File: src/rtl/wb_down_64to32.sv
// ============================================================================
// Module   : wb_down_64to32
// Purpose  : Wishbone classic down-converter, 64-bit upstream slave port to a
//            32-bit downstream slave. Each upstream cycle becomes one or two
//            32-bit single cycles (low word first); read data is reassembled
//            and a single ACK/ERR/RTY is returned upstream. All responses and
//            downstream controls are registered.
// Options  : define WB_DOWN_TIMEOUT_EN to abort a downstream beat with ERR
//            after TIMEOUT_CYC wait cycles without a response.
// Revision : 1.0 - initial release
// ============================================================================
`timescale 1ns/1ps
`default_nettype none

module wb_down_64to32 #(
    parameter int AW          = 32,
    parameter int TIMEOUT_CYC = 255
) (
    input  logic          clk,
    input  logic          rst_n,
    input  logic          S_CYC_I,
    input  logic          S_STB_I,
    input  logic          S_WE_I,
    input  logic [63:0]   S_ADR_I,
    input  logic [7:0]    S_SEL_I,
    input  logic [63:0]   S_DAT_I,
    output logic [63:0]   S_DAT_O,
    output logic          S_ACK_O,
    output logic          S_ERR_O,
    output logic          S_RTY_O,
    output logic          M_CYC_O,
    output logic          M_STB_O,
    output logic          M_WE_O,
    output logic [AW-1:0] M_ADR_O,
    output logic [3:0]    M_SEL_O,
    output logic [31:0]   M_DAT_O,
    input  logic [31:0]   M_DAT_I,
    input  logic          M_ACK_I,
    input  logic          M_ERR_I,
    input  logic          M_RTY_I
);

    typedef enum logic [1:0] {
        IDLE = 2'd0,
        LO   = 2'd1,
        HI   = 2'd2,
        RESP = 2'd3
    } state_t;

    // Clearing the low three bits gives the 64-bit word base; OR-ing 4 selects the high word.
    localparam logic [AW-1:0] c_BEAT_MASK = ~(AW'(7));
    localparam logic [AW-1:0] c_HI_OFS    = AW'(4);
    localparam logic [7:0]    c_TO_LAST   = 8'(TIMEOUT_CYC - 1);

    state_t        state_q, state_d;
    logic [AW-1:0] adr_q, adr_d;
    logic          we_q, we_d;
    logic [7:0]    sel_q, sel_d;
    logic [63:0]   dat_q, dat_d;
    logic [63:0]   rdata_q, rdata_d;
    logic          m_cyc_q, m_cyc_d;
    logic          m_stb_q, m_stb_d;
    logic          m_we_q, m_we_d;
    logic [AW-1:0] m_adr_q, m_adr_d;
    logic [3:0]    m_sel_q, m_sel_d;
    logic [31:0]   m_dat_q, m_dat_d;
    logic          s_ack_q, s_ack_d;
    logic          s_err_q, s_err_d;
    logic          s_rty_q, s_rty_d;
    logic [AW-1:0] w_adr_base;
`ifdef WB_DOWN_TIMEOUT_EN
    logic [7:0]    cnt_q, cnt_d;
    wire           w_unused = &{1'b0, S_ADR_I};
`else
    wire           w_unused = &{1'b0, c_TO_LAST, S_ADR_I};
`endif

    assign w_adr_base = S_ADR_I[AW-1:0] & c_BEAT_MASK;

    // Next-state, downstream beat setup and upstream response generation.
    always_comb begin
        state_d = state_q;
        adr_d   = adr_q;
        we_d    = we_q;
        sel_d   = sel_q;
        dat_d   = dat_q;
        rdata_d = rdata_q;
        m_cyc_d = m_cyc_q;
        m_stb_d = m_stb_q;
        m_we_d  = m_we_q;
        m_adr_d = m_adr_q;
        m_sel_d = m_sel_q;
        m_dat_d = m_dat_q;
        s_ack_d = 1'b0;
        s_err_d = 1'b0;
        s_rty_d = 1'b0;
`ifdef WB_DOWN_TIMEOUT_EN
        cnt_d   = cnt_q;
`endif
        case (state_q)
            IDLE: begin
                m_cyc_d = 1'b0;
                m_stb_d = 1'b0;
`ifdef WB_DOWN_TIMEOUT_EN
                cnt_d   = 8'd0;
`endif
                if (S_CYC_I && S_STB_I) begin
                    adr_d   = w_adr_base;
                    we_d    = S_WE_I;
                    sel_d   = S_SEL_I;
                    dat_d   = S_DAT_I;
                    rdata_d = 64'd0;
                    m_we_d  = S_WE_I;
                    if (S_SEL_I[3:0] != 4'h0) begin
                        state_d = LO;
                        m_cyc_d = 1'b1;
                        m_stb_d = 1'b1;
                        m_adr_d = w_adr_base;
                        m_sel_d = S_SEL_I[3:0];
                        m_dat_d = S_DAT_I[31:0];
                    end else if (S_SEL_I[7:4] != 4'h0) begin
                        state_d = HI;
                        m_cyc_d = 1'b1;
                        m_stb_d = 1'b1;
                        m_adr_d = w_adr_base | c_HI_OFS;
                        m_sel_d = S_SEL_I[7:4];
                        m_dat_d = S_DAT_I[63:32];
                    end else begin
                        // Nothing selected: acknowledge without touching the downstream bus.
                        state_d = RESP;
                        s_ack_d = 1'b1;
                    end
                end
            end
            LO, HI: begin
                if (!S_CYC_I) begin
                    // Upstream abandoned the cycle: release the bus, no response.
                    state_d = IDLE;
                    m_cyc_d = 1'b0;
                    m_stb_d = 1'b0;
                end else if (!m_stb_q) begin
                    // Idle strobe cycle between beats; present the high beat next.
                    m_stb_d = 1'b1;
`ifdef WB_DOWN_TIMEOUT_EN
                    cnt_d   = 8'd0;
`endif
                end else if (M_ERR_I) begin
                    state_d = RESP;
                    s_err_d = 1'b1;
                    m_cyc_d = 1'b0;
                    m_stb_d = 1'b0;
                end else if (M_RTY_I) begin
                    state_d = RESP;
                    s_rty_d = 1'b1;
                    m_cyc_d = 1'b0;
                    m_stb_d = 1'b0;
                end else if (M_ACK_I) begin
                    if (state_q == LO) begin
                        if (!we_q) rdata_d[31:0] = M_DAT_I;
                        if (sel_q[7:4] != 4'h0) begin
                            state_d = HI;
                            m_stb_d = 1'b0;
                            m_adr_d = adr_q | c_HI_OFS;
                            m_sel_d = sel_q[7:4];
                            m_dat_d = dat_q[63:32];
                        end else begin
                            state_d = RESP;
                            s_ack_d = 1'b1;
                            m_cyc_d = 1'b0;
                            m_stb_d = 1'b0;
                        end
                    end else begin
                        if (!we_q) rdata_d[63:32] = M_DAT_I;
                        state_d = RESP;
                        s_ack_d = 1'b1;
                        m_cyc_d = 1'b0;
                        m_stb_d = 1'b0;
                    end
                end
`ifdef WB_DOWN_TIMEOUT_EN
                else if (cnt_q == c_TO_LAST) begin
                    state_d = RESP;
                    s_err_d = 1'b1;
                    m_cyc_d = 1'b0;
                    m_stb_d = 1'b0;
                end else begin
                    cnt_d = cnt_q + 8'd1;
                end
`endif
            end
            RESP: begin
                state_d = IDLE;
            end
            default: begin
                state_d = IDLE;
            end
        endcase
    end

    // State and output registers; asynchronous reset clears everything.
    always_ff @(posedge clk or negedge rst_n) begin
        if (!rst_n) begin
            state_q <= IDLE;
            adr_q   <= '0;
            we_q    <= 1'b0;
            sel_q   <= 8'd0;
            dat_q   <= 64'd0;
            rdata_q <= 64'd0;
            m_cyc_q <= 1'b0;
            m_stb_q <= 1'b0;
            m_we_q  <= 1'b0;
            m_adr_q <= '0;
            m_sel_q <= 4'd0;
            m_dat_q <= 32'd0;
            s_ack_q <= 1'b0;
            s_err_q <= 1'b0;
            s_rty_q <= 1'b0;
`ifdef WB_DOWN_TIMEOUT_EN
            cnt_q   <= 8'd0;
`endif
        end else begin
            state_q <= state_d;
            adr_q   <= adr_d;
            we_q    <= we_d;
            sel_q   <= sel_d;
            dat_q   <= dat_d;
            rdata_q <= rdata_d;
            m_cyc_q <= m_cyc_d;
            m_stb_q <= m_stb_d;
            m_we_q  <= m_we_d;
            m_adr_q <= m_adr_d;
            m_sel_q <= m_sel_d;
            m_dat_q <= m_dat_d;
            s_ack_q <= s_ack_d;
            s_err_q <= s_err_d;
            s_rty_q <= s_rty_d;
`ifdef WB_DOWN_TIMEOUT_EN
            cnt_q   <= cnt_d;
`endif
        end
    end

    assign S_DAT_O = rdata_q;
    assign S_ACK_O = s_ack_q;
    assign S_ERR_O = s_err_q;
    assign S_RTY_O = s_rty_q;
    assign M_CYC_O = m_cyc_q;
    assign M_STB_O = m_stb_q;
    assign M_WE_O  = m_we_q;
    assign M_ADR_O = m_adr_q;
    assign M_SEL_O = m_sel_q;
    assign M_DAT_O = m_dat_q;

endmodule

`default_nettype wire

File: config.mk
export PLATFORM = sky130hd
export DESIGN_NAME = wb_down_64to32
export DESIGN_NICKNAME = d
export VERILOG_FILES = /design/src/rtl/wb_down_64to32.sv
export SDC_FILE = /design/constraint.sdc
export NUM_CORES = 1
export LEC_CHECK = 0
export BUFFER_PORTS_ARGS = -buffer_cell sky130_fd_sc_hd__buf_2
export CORE_AREA = 8 8 163 165
export DETAILED_ROUTE_END_ITERATION = 8
export DIE_AREA = 0 0 171 173
export PLACE_DENSITY_LB_ADDON = 0.2
export SLEW_MARGIN = 20
export SYNTH_ARGS = -nofsm -noshare
export SYNTH_HDL_FRONTEND = slang
export SYNTH_SLANG_ARGS = --single-unit
File: constraint.sdc
create_clock -name clk -period 2.4 [get_ports clk]
set_clock_uncertainty 0.1 [all_clocks]
set_input_delay 0.48 -clock clk [delete_from_list [all_inputs] [get_ports clk]]
set_output_delay 0.48 -clock clk [all_outputs]
set_load 0.005 [all_outputs]
==> impl_metrics.py <==
metrics = {
    "detailed_routing": {
        "dr.pass1.iters": 4,
        "drcViolationCount": 0,
        "drtIter0Drc": 409,
        "avgViaCountPerCell": 4.72,
        "ant_nets": 0,
        "routedWlPerCell_um": 17.8,
        "vias": 6685,
        "wl_um": 25200,
    },
    "min_path": {
        "min_path_type": "in -> reg",
        "hold_start": "S_DAT_I[51]",
    },
    "die": {
        "die_h_um": 173,
        "chipWidth_um": 171,
        "dieArea_mm2": 0.0296,
        "row_count": 57,
        "core-area_mm2": 0.0240,
        "io_pins": 314,
        "start_util_pct": 39.6,
    },
    "cells_and_area": {
        "area_growth_pct": 26.3,
        "fill_cells": 2236,
        "layout_common_cells": "275 x buf_2, 239 x nand2_1, 203 x dfrtp_1",
        "final_area_mm2": 0.0120,
        "ff_latch_area_mm2": 0.00508,
        "drive_above_1_share_pct": 45.5,
        "final_common_cell": "buf_2",
        "multi_input_area_mm2": 0.00408,
        "layout.nets": 1259,
    },
    "grt": {
        "grt_pass1_wl_um": 39300,
        "grt_max_degree": 82,
        "grt.total_usage_pct": 16.4,
        "grt_pass1_vias": 7059,
        "antenna_found_initial": 1,
        "grt_overflow": 0,
    },
    "clock_tree": {
        "cts_tree": "built",
        "post-cts-setup-buffers": 0,
        "clk_pin_slew_worst_paths_ns": 0.06,
        "hold_buffers": 1,
        "cts_made_buffers": 24,
        "cts.sinks": 203,
        "cts-htree-levels": 1,
        "clk-insertion-delay-late_ns": 0.51,
        "cts.path.max_buffers": 3,
        "cts_root_buf": "clkbuf_16",
        "cts_resized": 0,
    },
    "pwr": {
        "peakVddDrop_v": 0.00116,
        "power.density_mw_per_mm2": 1350,
        "power_mw": 16.1,
        "leakage_nw": 6.22,
    },
    "sta": {
        "period_needed_ns": 2.26,
        "fmax_ghz": 0.442,
        "tightestPinTransition_ns": 0.599,
        "slew_violations": 0,
        "grt_setup_unrepaired": "no",
        "setup_viol": 0,
        "hold_viol_final": 0,
        "slew_headroom_pct": 60.1,
        "tns_ns": 0,
        "post-route-period-util_pct": 94.3,
    },
    "placement": {
        "dp_hpwl_um": 17500,
        "place.port_buffers": 276,
        "place.gp.congestion": 0.807,
        "place_area_mm2": 0.0113,
    },
    "synthesis": {
        "synth-xor-area-share_pct": 0,
        "synth.mux.area_fraction_pct": 25.3,
        "synth_fa_ha_area_share_pct": 0.396,
        "ys_seq_area_share_pct": 53.6,
        "synth_compound_area_share_pct": 3.76,
        "synth-simple-area-share_pct": 13.3,
        "synth_top_cell_area_share_pct": 53.6,
        "synth_area_mm2": 0.00948,
        "yosysUniqueCellTypes": 41,
        "synth_top_family_by_area": "multiplexers",
        "synthCells": 805,
        "syn_avg_cell_area_um2": 11.8,
        "synth_area_leaders": "dfrtp_1 54%, mux2_4 11%, mux2_2 11%",
        "synth_top_cell_by_area": "dfrtp_1",
        "ys_ff_latch": 203,
        "yosys_warnings": 0,
    },
    "setup_path": {
        "rr_startpoint": "state_q[0]",
        "critPathMaxFanout": 32,
        "setup.worst_path.start": "state_q[0]",
        "cp.required_ns": 2.69,
        "crit_type": "reg -> reg",
        "crit_arrival_ns": 2.55,
        "cp-end-kind": "flip-flop",
        "cp-start-kind": "flip-flop",
    },
    "status": {
        "run_status": "completed",
    },
    "job": {
        "max_cap_viol_count": 0,
    },
}
sequential cells by signal, indices dropped and copies added (netlist names):
| name | count |
|---|---|
| M_ADR_O | 30 |
| M_CYC_O | 1 |
| M_DAT_O | 32 |
| M_SEL_O | 4 |
| M_STB_O | 1 |
| M_WE_O | 1 |
| S_ACK_O | 1 |
| S_DAT_O | 64 |
| S_ERR_O | 1 |
| S_RTY_O | 1 |
| adr_q | 29 |
| dat_q | 32 |
| sel_q | 4 |
| state_q | 2 |
through the flow:
stage / hold slack, ns / worst slack, ns / utilization (%) / instances
after floorplan: 0.0844 / 0.293 / - / 806
after global placement: 0.353 / 0.172 / 47.0 / 1377
after detailed placement: 0.360 / 0.138 / 47.0 / 1377
after CTS: 0.0517 / 0.115 / 50.0 / 1415
after global routing: 0.0673 / 0.0480 / 50.0 / 1416
final: 0.0742 / 0.137 / 50.0 / 1416
logic make-up after synthesis:
family                   count (synthesis)
adder cells (fa/ha/maj)                  3
AND/OR/NAND/NOR                        295
multiplexers                           193
AO/OA/AOI/OAI                           56
other                                    1
flip-flops                             203
buffers and inverters                   54
synth_stat cells:
master / n
a211oi_1: 1
a21boi_0: 1
a21oi_1: 8
and2_1: 32
and3_1: 1
and4bb_1: 1
buf_1: 3
buf_12: 4
buf_2: 5
buf_4: 9
buf_6: 4
buf_8: 1
clkbuf_1: 24
conb_1: 1
dfrtp_1: 203
ha_1: 3
inv_1: 4
mux2_1: 1
mux2_2: 89
mux2_4: 70
mux2i_1: 33
nand2_1: 239
nand2b_1: 1
nand3_1: 5
nor2_1: 5
nor2_2: 1
nor2b_1: 1
nor3_1: 2
nor3b_1: 2
nor4_2: 1
nor4_4: 1
o211ai_4: 1
o21a_4: 1
o21ai_0: 39
o21ai_2: 1
o221a_4: 1
o22ai_1: 1
o31ai_1: 1
o41ai_4: 1
or3_1: 1
or4_1: 2
report_power, final:
part	total, mW	switching, mW	internal, mW
clock network	3.27	1.33	1.94
registers	5.75	0.807	4.95
logic	7.10	3.25	3.85
total	16.1	5.38	10.7
worst paths after layout:
kind	end	slack, ns	cells after the start
hold / removal	dat_q[51]	0.07	3
setup / recovery	M_ADR_O[7]	0.14	7
hold reg to reg	adr_q[21]	0.36	2
min in group asynchronous	M_DAT_O[21]	0.45	2
setup reg to reg	M_ADR_O[7]	0.14	7
max in group asynchronous	adr_q[24]	1.08	3
worst max-delay path: stages, from the launching register on:
cell and delay [ns]:
dfrtp_1 0.40, inv_1 0.09, ha_4 0.30, inv_1 0.11, o221a_4 0.33, o211ai_4 0.12, buf_12 0.28, mux2_2 0.38
final cells by class:
type | count | share of cell area, %
sequential | 203 | 42.4
multi-input combinational | 549 | 34.1
timing repair buffer | 298 | 14.2
clock buffer | 35 | 5.71
tap | 324 | 3.39
inverter | 4 | 0.125
clock inverter | 2 | 0.0836
antenna | 1 | 0.0209
layer usage:
layer / up-vias / wire length (µm) / part of all wire [%] / GRT usage (%)
met4: 0 / 427 / 1.7 / 3.33
met3: 29 / 2190 / 8.7 / 5.35
met1: 3235 / 10900 / 43 / 21.1
met5: - / 0 / 0 / 0
met2: 187 / 11600 / 46 / 26.6
li1: 3234 / - / - / -
(Power assumes the default switching activity.)
